File: src/rtl/ft245_reg_sequencer_if.sv
// Bus bundle between the host command sequencer and its two neighbours:
// the FT245 sync-FIFO wrapper (request/handshake/data lines) and the
// simple internal register bus.
interface ft245_reg_sequencer_if;
  // FT245 wrapper side
  logic       _read_data;
  logic       _write_data;
  logic [7:0] data_to_fpga;
  logic       ft_rd_n;
  logic [7:0] data_to_pc;
  logic       ft_wr_n;
  // Register bus side
  logic [6:0] reg_addr;
  logic [7:0] reg_wdata;
  logic       reg_we;
  logic       reg_re;
  logic [7:0] reg_rdata;

  // The sequencer drives requests, reply data and the register bus.
  modport master (
    output _read_data, _write_data, data_to_pc,
    output reg_addr, reg_wdata, reg_we, reg_re,
    input  data_to_fpga, ft_rd_n, ft_wr_n, reg_rdata
  );

  // The wrapper and register file see the mirror image.
  modport slave (
    input  _read_data, _write_data, data_to_pc,
    input  reg_addr, reg_wdata, reg_we, reg_re,
    output data_to_fpga, ft_rd_n, ft_wr_n, reg_rdata
  );
endinterface

File: src/rtl/ft245_reg_sequencer.sv
// Host command sequencer sitting on the FT245 sync-FIFO wrapper.
// Takes {rw, addr[6:0]} header bytes from the PC; rw=1 is followed by one
// data byte and produces a register write, rw=0 produces a register read
// whose result is sent back as a single reply byte. Request lines to the
// wrapper are combinational so a byte is never requested twice.
module ft245_reg_sequencer #(
  parameter int TIMEOUT = 65535,
  parameter int CNT_W   = 16
) (
  input  logic                         clk,
  input  logic                         reset,
  input  logic                         en,
  ft245_reg_sequencer_if.master        bus,
  output logic                         busy,
  output logic [7:0]                   err_cnt
);

  typedef enum logic [2:0] {
    RX_HDR,
    RX_DATA,
    REG_WR,
    REG_RD,
    RD_WAIT,
    TX
  } state_t;

  localparam logic [CNT_W-1:0] TMO_LAST = CNT_W'(TIMEOUT - 1);
  localparam logic [CNT_W-1:0] TMO_MAX  = '1;

  state_t           state_q, state_d;
  logic [CNT_W-1:0] tmo_q, tmo_d;
  logic [CNT_W-1:0] tmo_inc;
  logic [6:0]       reg_addr_q, reg_addr_d;
  logic [7:0]       reg_wdata_q, reg_wdata_d;
  logic [7:0]       data_to_pc_q, data_to_pc_d;
  logic [7:0]       err_cnt_q, err_cnt_d;
  logic [7:0]       err_inc;
  logic             reg_we_q, reg_we_d;
  logic             reg_re_q, reg_re_d;

  // Saturating helpers shared by the two waiting states.
  always_comb begin
    tmo_inc = (tmo_q == TMO_MAX) ? tmo_q : tmo_q + CNT_W'(1);
    err_inc = (err_cnt_q == 8'hFF) ? err_cnt_q : err_cnt_q + 8'd1;
  end

  // Packet sequencing: next state, latched fields and abort accounting.
  always_comb begin
    state_d      = state_q;
    tmo_d        = tmo_q;
    reg_addr_d   = reg_addr_q;
    reg_wdata_d  = reg_wdata_q;
    data_to_pc_d = data_to_pc_q;
    err_cnt_d    = err_cnt_q;

    case (state_q)
      RX_HDR: begin
        if (!bus.ft_rd_n) begin
          reg_addr_d = bus.data_to_fpga[6:0];
          tmo_d      = '0;
          state_d    = bus.data_to_fpga[7] ? RX_DATA : REG_RD;
        end
      end
      RX_DATA: begin
        if (!bus.ft_rd_n) begin
          reg_wdata_d = bus.data_to_fpga;
          state_d     = REG_WR;
        end else if (tmo_q == TMO_LAST) begin
          err_cnt_d = err_inc;
          state_d   = RX_HDR;
        end else begin
          tmo_d = tmo_inc;
        end
      end
      REG_WR: begin
        state_d = RX_HDR;
      end
      REG_RD: begin
        state_d = RD_WAIT;
      end
      RD_WAIT: begin
        data_to_pc_d = bus.reg_rdata;
        tmo_d        = '0;
        state_d      = TX;
      end
      TX: begin
        if (!bus.ft_wr_n) begin
          state_d = RX_HDR;
        end else if (tmo_q == TMO_LAST) begin
          err_cnt_d = err_inc;
          state_d   = RX_HDR;
        end else begin
          tmo_d = tmo_inc;
        end
      end
      default: begin
        state_d = RX_HDR;
      end
    endcase
  end

  // Strobes are registered from the next state so they are high for
  // exactly the cycle spent in REG_WR / REG_RD and glitch-free.
  always_comb begin
    reg_we_d = (state_d == REG_WR);
    reg_re_d = (state_d == REG_RD);
  end

  // State and datapath registers; reset drops any partial packet.
  always_ff @(posedge clk or posedge reset) begin
    if (reset) begin
      state_q      <= RX_HDR;
      tmo_q        <= '0;
      reg_addr_q   <= '0;
      reg_wdata_q  <= '0;
      data_to_pc_q <= '0;
      err_cnt_q    <= '0;
      reg_we_q     <= 1'b0;
      reg_re_q     <= 1'b0;
    end else begin
      state_q      <= state_d;
      tmo_q        <= tmo_d;
      reg_addr_q   <= reg_addr_d;
      reg_wdata_q  <= reg_wdata_d;
      data_to_pc_q <= data_to_pc_d;
      err_cnt_q    <= err_cnt_d;
      reg_we_q     <= reg_we_d;
      reg_re_q     <= reg_re_d;
    end
  end

  // Requests drop as soon as the wrapper strobes a byte, and are forced
  // inactive while reset is held, so exactly one byte moves per request.
  assign bus._read_data  = ~(~reset & bus.ft_rd_n &
                             (((state_q == RX_HDR) & en) | (state_q == RX_DATA)));
  assign bus._write_data = ~(~reset & bus.ft_wr_n & (state_q == TX));

  assign bus.reg_addr   = reg_addr_q;
  assign bus.reg_wdata  = reg_wdata_q;
  assign bus.reg_we     = reg_we_q;
  assign bus.reg_re     = reg_re_q;
  assign bus.data_to_pc = data_to_pc_q;
  assign busy           = (state_q != RX_HDR);
  assign err_cnt        = err_cnt_q;

endmodule

File: src/flat_wrapper.sv
// flat-port wrapper written by rule: the top's interface ports become plain ports
module ft245_reg_sequencer_flat 
#(
  parameter int TIMEOUT = 65535,
  parameter int CNT_W   = 16
)
  (clk, reset, en, busy, err_cnt, bus__read_data, bus__write_data, bus_data_to_pc, bus_reg_addr, bus_reg_wdata, bus_reg_we, bus_reg_re, bus_data_to_fpga, bus_ft_rd_n, bus_ft_wr_n, bus_reg_rdata);
  ft245_reg_sequencer_if bus_i ();
  input  logic clk;
  input  logic reset;
  input  logic en;
  output logic busy;
  output logic [7:0] err_cnt;
  output wire logic [$bits(bus_i._read_data)-1:0] bus__read_data;
  output wire logic [$bits(bus_i._write_data)-1:0] bus__write_data;
  output wire logic [$bits(bus_i.data_to_pc)-1:0] bus_data_to_pc;
  output wire logic [$bits(bus_i.reg_addr)-1:0] bus_reg_addr;
  output wire logic [$bits(bus_i.reg_wdata)-1:0] bus_reg_wdata;
  output wire logic [$bits(bus_i.reg_we)-1:0] bus_reg_we;
  output wire logic [$bits(bus_i.reg_re)-1:0] bus_reg_re;
  input wire logic [$bits(bus_i.data_to_fpga)-1:0] bus_data_to_fpga;
  input wire logic [$bits(bus_i.ft_rd_n)-1:0] bus_ft_rd_n;
  input wire logic [$bits(bus_i.ft_wr_n)-1:0] bus_ft_wr_n;
  input wire logic [$bits(bus_i.reg_rdata)-1:0] bus_reg_rdata;
  assign bus__read_data = bus_i._read_data;
  assign bus__write_data = bus_i._write_data;
  assign bus_data_to_pc = bus_i.data_to_pc;
  assign bus_reg_addr = bus_i.reg_addr;
  assign bus_reg_wdata = bus_i.reg_wdata;
  assign bus_reg_we = bus_i.reg_we;
  assign bus_reg_re = bus_i.reg_re;
  assign bus_i.data_to_fpga = bus_data_to_fpga;
  assign bus_i.ft_rd_n = bus_ft_rd_n;
  assign bus_i.ft_wr_n = bus_ft_wr_n;
  assign bus_i.reg_rdata = bus_reg_rdata;
  ft245_reg_sequencer #(.TIMEOUT(TIMEOUT), .CNT_W(CNT_W)) u_core (.clk(clk), .reset(reset), .en(en), .bus(bus_i), .busy(busy), .err_cnt(err_cnt));
endmodule
File: config.mk
export PLATFORM = sky130hd
export DESIGN_NAME = ft245_reg_sequencer_flat
export DESIGN_NICKNAME = d
export VERILOG_FILES = /design/src/rtl/ft245_reg_sequencer_if.sv /design/src/rtl/ft245_reg_sequencer.sv /design/src/flat_wrapper.sv
export SDC_FILE = /design/constraint.sdc
export NUM_CORES = 1
export LEC_CHECK = 0
export ABC_AREA = 1
export BUFFER_PORTS_ARGS = -buffer_cell sky130_fd_sc_hd__buf_2
export CAP_MARGIN = 20
export CORE_MARGIN = 2
export CORE_UTILIZATION = 30
export DETAILED_ROUTE_END_ITERATION = 8
export PLACE_DENSITY = 0.59
export SYNTH_ARGS = -nofsm -noshare
export SYNTH_HDL_FRONTEND = slang
export SYNTH_SLANG_ARGS = --single-unit
File: constraint.sdc
create_clock -name clk -period 3.4 [get_ports clk]
set_input_delay 0.34 -clock clk [delete_from_list [all_inputs] [get_ports clk]]
set_output_delay 0.34 -clock clk [all_outputs]
set_load 0.01 [all_outputs]
==> flow_metrics.py <==
metrics = {
    "placed_design": {
        "dp_cells": 511,
        "dp_hpwl_um": 4340,
        "preCtsSetupSlack_ns": 1.43,
        "gp_congestion": 0.841,
        "port_buffers": 56,
    },
    "cells_and_area": {
        "antenna_cells": 0,
        "fillers": 944,
        "drive_gt1_frac": 0.238,
        "syn_to_final_growth_pct": 16.5,
        "stdcell_count": 519,
        "nets": 431,
    },
    "floorplan": {
        "start_util": 0.306,
        "rows": 35,
        "ioPinCount": 57,
        "die_w_um": 101,
        "dieArea_sq_um": 10100,
        "die_h_um": 101,
        "core-area_sq_um": 9150,
    },
    "synthesis": {
        "synthXorXnorAreaFrac": 0.0313,
        "synth_top_family_by_area": "simple AND/OR/NAND/NOR gates",
        "syn_inst": 350,
        "netlist_area_sq_um": 2800,
        "yosys-top-cells-count": "nand2_1, dfrtp_1, inv_1",
        "yosys_warnings": 0,
        "ys_types": 31,
        "synthArstFlopShare": 1.00,
        "synthSimpleGateAreaFrac": 0.337,
        "ys_seq_elements": 52,
        "ys.flop_type": "dfrtp_1",
        "synth_mux_area_frac": 0,
        "synth.largest_area_cell": "dfrtp_1",
        "syn_avg_cell_area_sq_um": 7.99,
        "synth.top_cell.area_share": 0.465,
        "synth_area_leaders": "dfrtp_1, nand2_1, nand3_1",
        "synth_edf_count": 0,
        "yosysSeqAreaShare": 0.465,
        "synthAdderAreaFrac": 0.0134,
        "synth-compound-area-share": 0.0859,
        "yosys.cell_count.top_type": "nand2_1",
        "synth_fp_nets": 374,
    },
    "clocking": {
        "numCtsBuffers": 5,
        "cts_hold_buf": 0,
        "clk_path_buf_depth": 2,
        "htree_levels": 2,
        "clk_latency_ns": 0.31,
        "post_cts_resized": 0,
        "ctsRootBufferMaster": "clkbuf_8",
        "cts_tree": "yes",
        "clk_pin_slew_ns": 0.10,
        "cts_num_sinks": 52,
        "postCtsSetupBuffers": 0,
    },
    "timing": {
        "drv_slew": 0,
        "finalCritPeriodShare": 0.574,
        "worst_slack_ns": 1.45,
        "clock_skew_ns": 0.00584,
        "period_needed_ns": 1.95,
        "worst_pin_slew_ns": 0.654,
        "rsz0062_at_grt": "no",
        "setup_tns_ns": 0,
        "fmax_ghz": 0.512,
        "slew_headroom": 0.564,
        "setup_viol": 0,
        "whs_ns": 0.197,
        "report.final.hold_viol_count": 0,
    },
    "power_and_ir_drop": {
        "p_leak_nw": 1.67,
        "p_sw_mw": 0.823,
        "switching_share": 0.408,
        "vdd_drop_max_mv": 0.347,
        "p_seq_frac": 0.431,
        "clock_power_share": 0.190,
        "p_int_mw": 1.19,
        "finalPower_mw": 2.02,
        "comb_power_share": 0.378,
        "cellPowerDensity_nw_per_um2": 618,
    },
    "outcome": {
        "status": "finished, final reports clean",
    },
    "global_route": {
        "track_usage": 0.127,
        "first_global_vias": 2243,
        "grt_max_degree": 53,
        "gr-total-overflow": 0,
        "grt_pass1_wl_um": 10400,
        "antenna_found_initial": 0,
    },
    "route": {
        "vias_per_cell": 4.46,
        "vias": 2315,
        "drtAntennaViolNets": 0,
        "drtPass1Iterations": 4,
        "wl_um": 5870,
        "drt-initial-drc-count": 75,
        "avgRoutedWirePerCell_um": 11.3,
        "drcViolationCount": 0,
    },
    "worst_setup_path": {
        "rr_worst_depth": 8,
        "worstPathRequired_ns": 3.66,
        "cp_data_arrival_time_ns": 2.21,
        "startpoint_type": "flip-flop",
        "cp_max_fo": 19,
        "crit_path_end_kind": "flip-flop",
        "worstSetupPathType": "flip-flop to flip-flop",
    },
    "run": {
        "max_cap_viol_count": 0,
    },
    "min_path": {
        "hp-class": "primary input to flip-flop",
        "hold_depth": 2,
    },
}
==> per-stage QoR <==
step                      area (sq um)   util
final                             3260  0.356
after global routing              3260  0.356
after CTS                         3260  0.356
after detailed placement          3160  0.346
after global placement            3160  0.346
after floorplan                   2800      -
==> state kept, by name (all words and copies together) (netlist names) <==
register and cells:
u_core.bus.reg_addr 7, u_core.err_cnt 8, u_core.bus.reg_re 1, u_core.bus.reg_we 1, u_core.bus.data_to_pc 8, u_core.state_q 3
u_core.tmo_q 16, u_core.bus.reg_wdata 8
==> placed cells by master (no fill, tap or decap), drive strengths merged <==
cell	instances
nand2	135
buf	57
dfrtp	52
inv	34
nor2	33
o21ai	30
nand3	29
xor2	9
clkbuf	6
nand4	5
a21oi	3
ha	3
o211ai	2
nor3	2
o21bai	2
clkinv	2
a31oi	1
o31ai	1
o2111ai	1
xnor2	1
==> metal layers <==
metal  up-vias  wire length, um  track usage
li1       1228                -            -
met1      1029             3010        0.180
met2        51             2450        0.187
met3         7              339       0.0368
met4         0               72       0.0411
met5         -                0            0
==> kinds of logic after synthesis <==
kind of cell               count (synthesis)
xor gates and xnor gates                  10
DFF                                       52
and+or+nand+nor                          204
buffers and inverters                     41
adders and majority gates                  3
AOI/OAI and AO/OA                         40
==> power groups by stage <==
stage | clock (mW) | sequential [mW] | combinational (mW)
finish | 0.384 | 0.870 | 0.763
global route | 0.421 | 0.891 | 0.871
CTS | 0.404 | 0.870 | 0.781
detailed placement | 0 | 0.876 | 0.782
global placement | 0 | 0.876 | 0.768
floorplan | 0 | 0.941 | 0.524
==> final cells by class <==
type / instances / area (sq um) / share of cell area
sequential: 52 / 1300 / 0.399
inverter: 34 / 128 / 0.0391
clock buffer: 6 / 82.6 / 0.0253
clock inverter: 2 / 13.8 / 0.00422
tap: 111 / 139 / 0.0426
multi-input combinational: 257 / 1310 / 0.401
timing repair buffer: 57 / 288 / 0.0883
==> worst max-delay path, cell delays in order, from the launching register on <==
cell	delay, ns
dfrtp_1	0.41
inv_2	0.06
nand2_2	0.23
inv_2	0.18
nand3_4	0.20
nand3_1	0.12
nor2_2	0.46
nand3_1	0.13
nand2_1	0.08
==> final timing paths <==
path	from	slack (ns)	end
max	u_core.state_q[1]	1.45	u_core.tmo_q[14]
min	bus_data_to_fpga[7]	0.20	u_core.bus.reg_re
max reg2reg	u_core.state_q[1]	1.45	u_core.tmo_q[14]
min reg2reg	u_core.bus.data_to_pc[3]	0.48	u_core.bus.data_to_pc[3]
max in group asynchronous	reset	2.74	u_core.tmo_q[0]
min in group asynchronous	reset	0.23	u_core.bus.data_to_pc[7]
No activity file was read; power rests on OpenSTA's default activity.
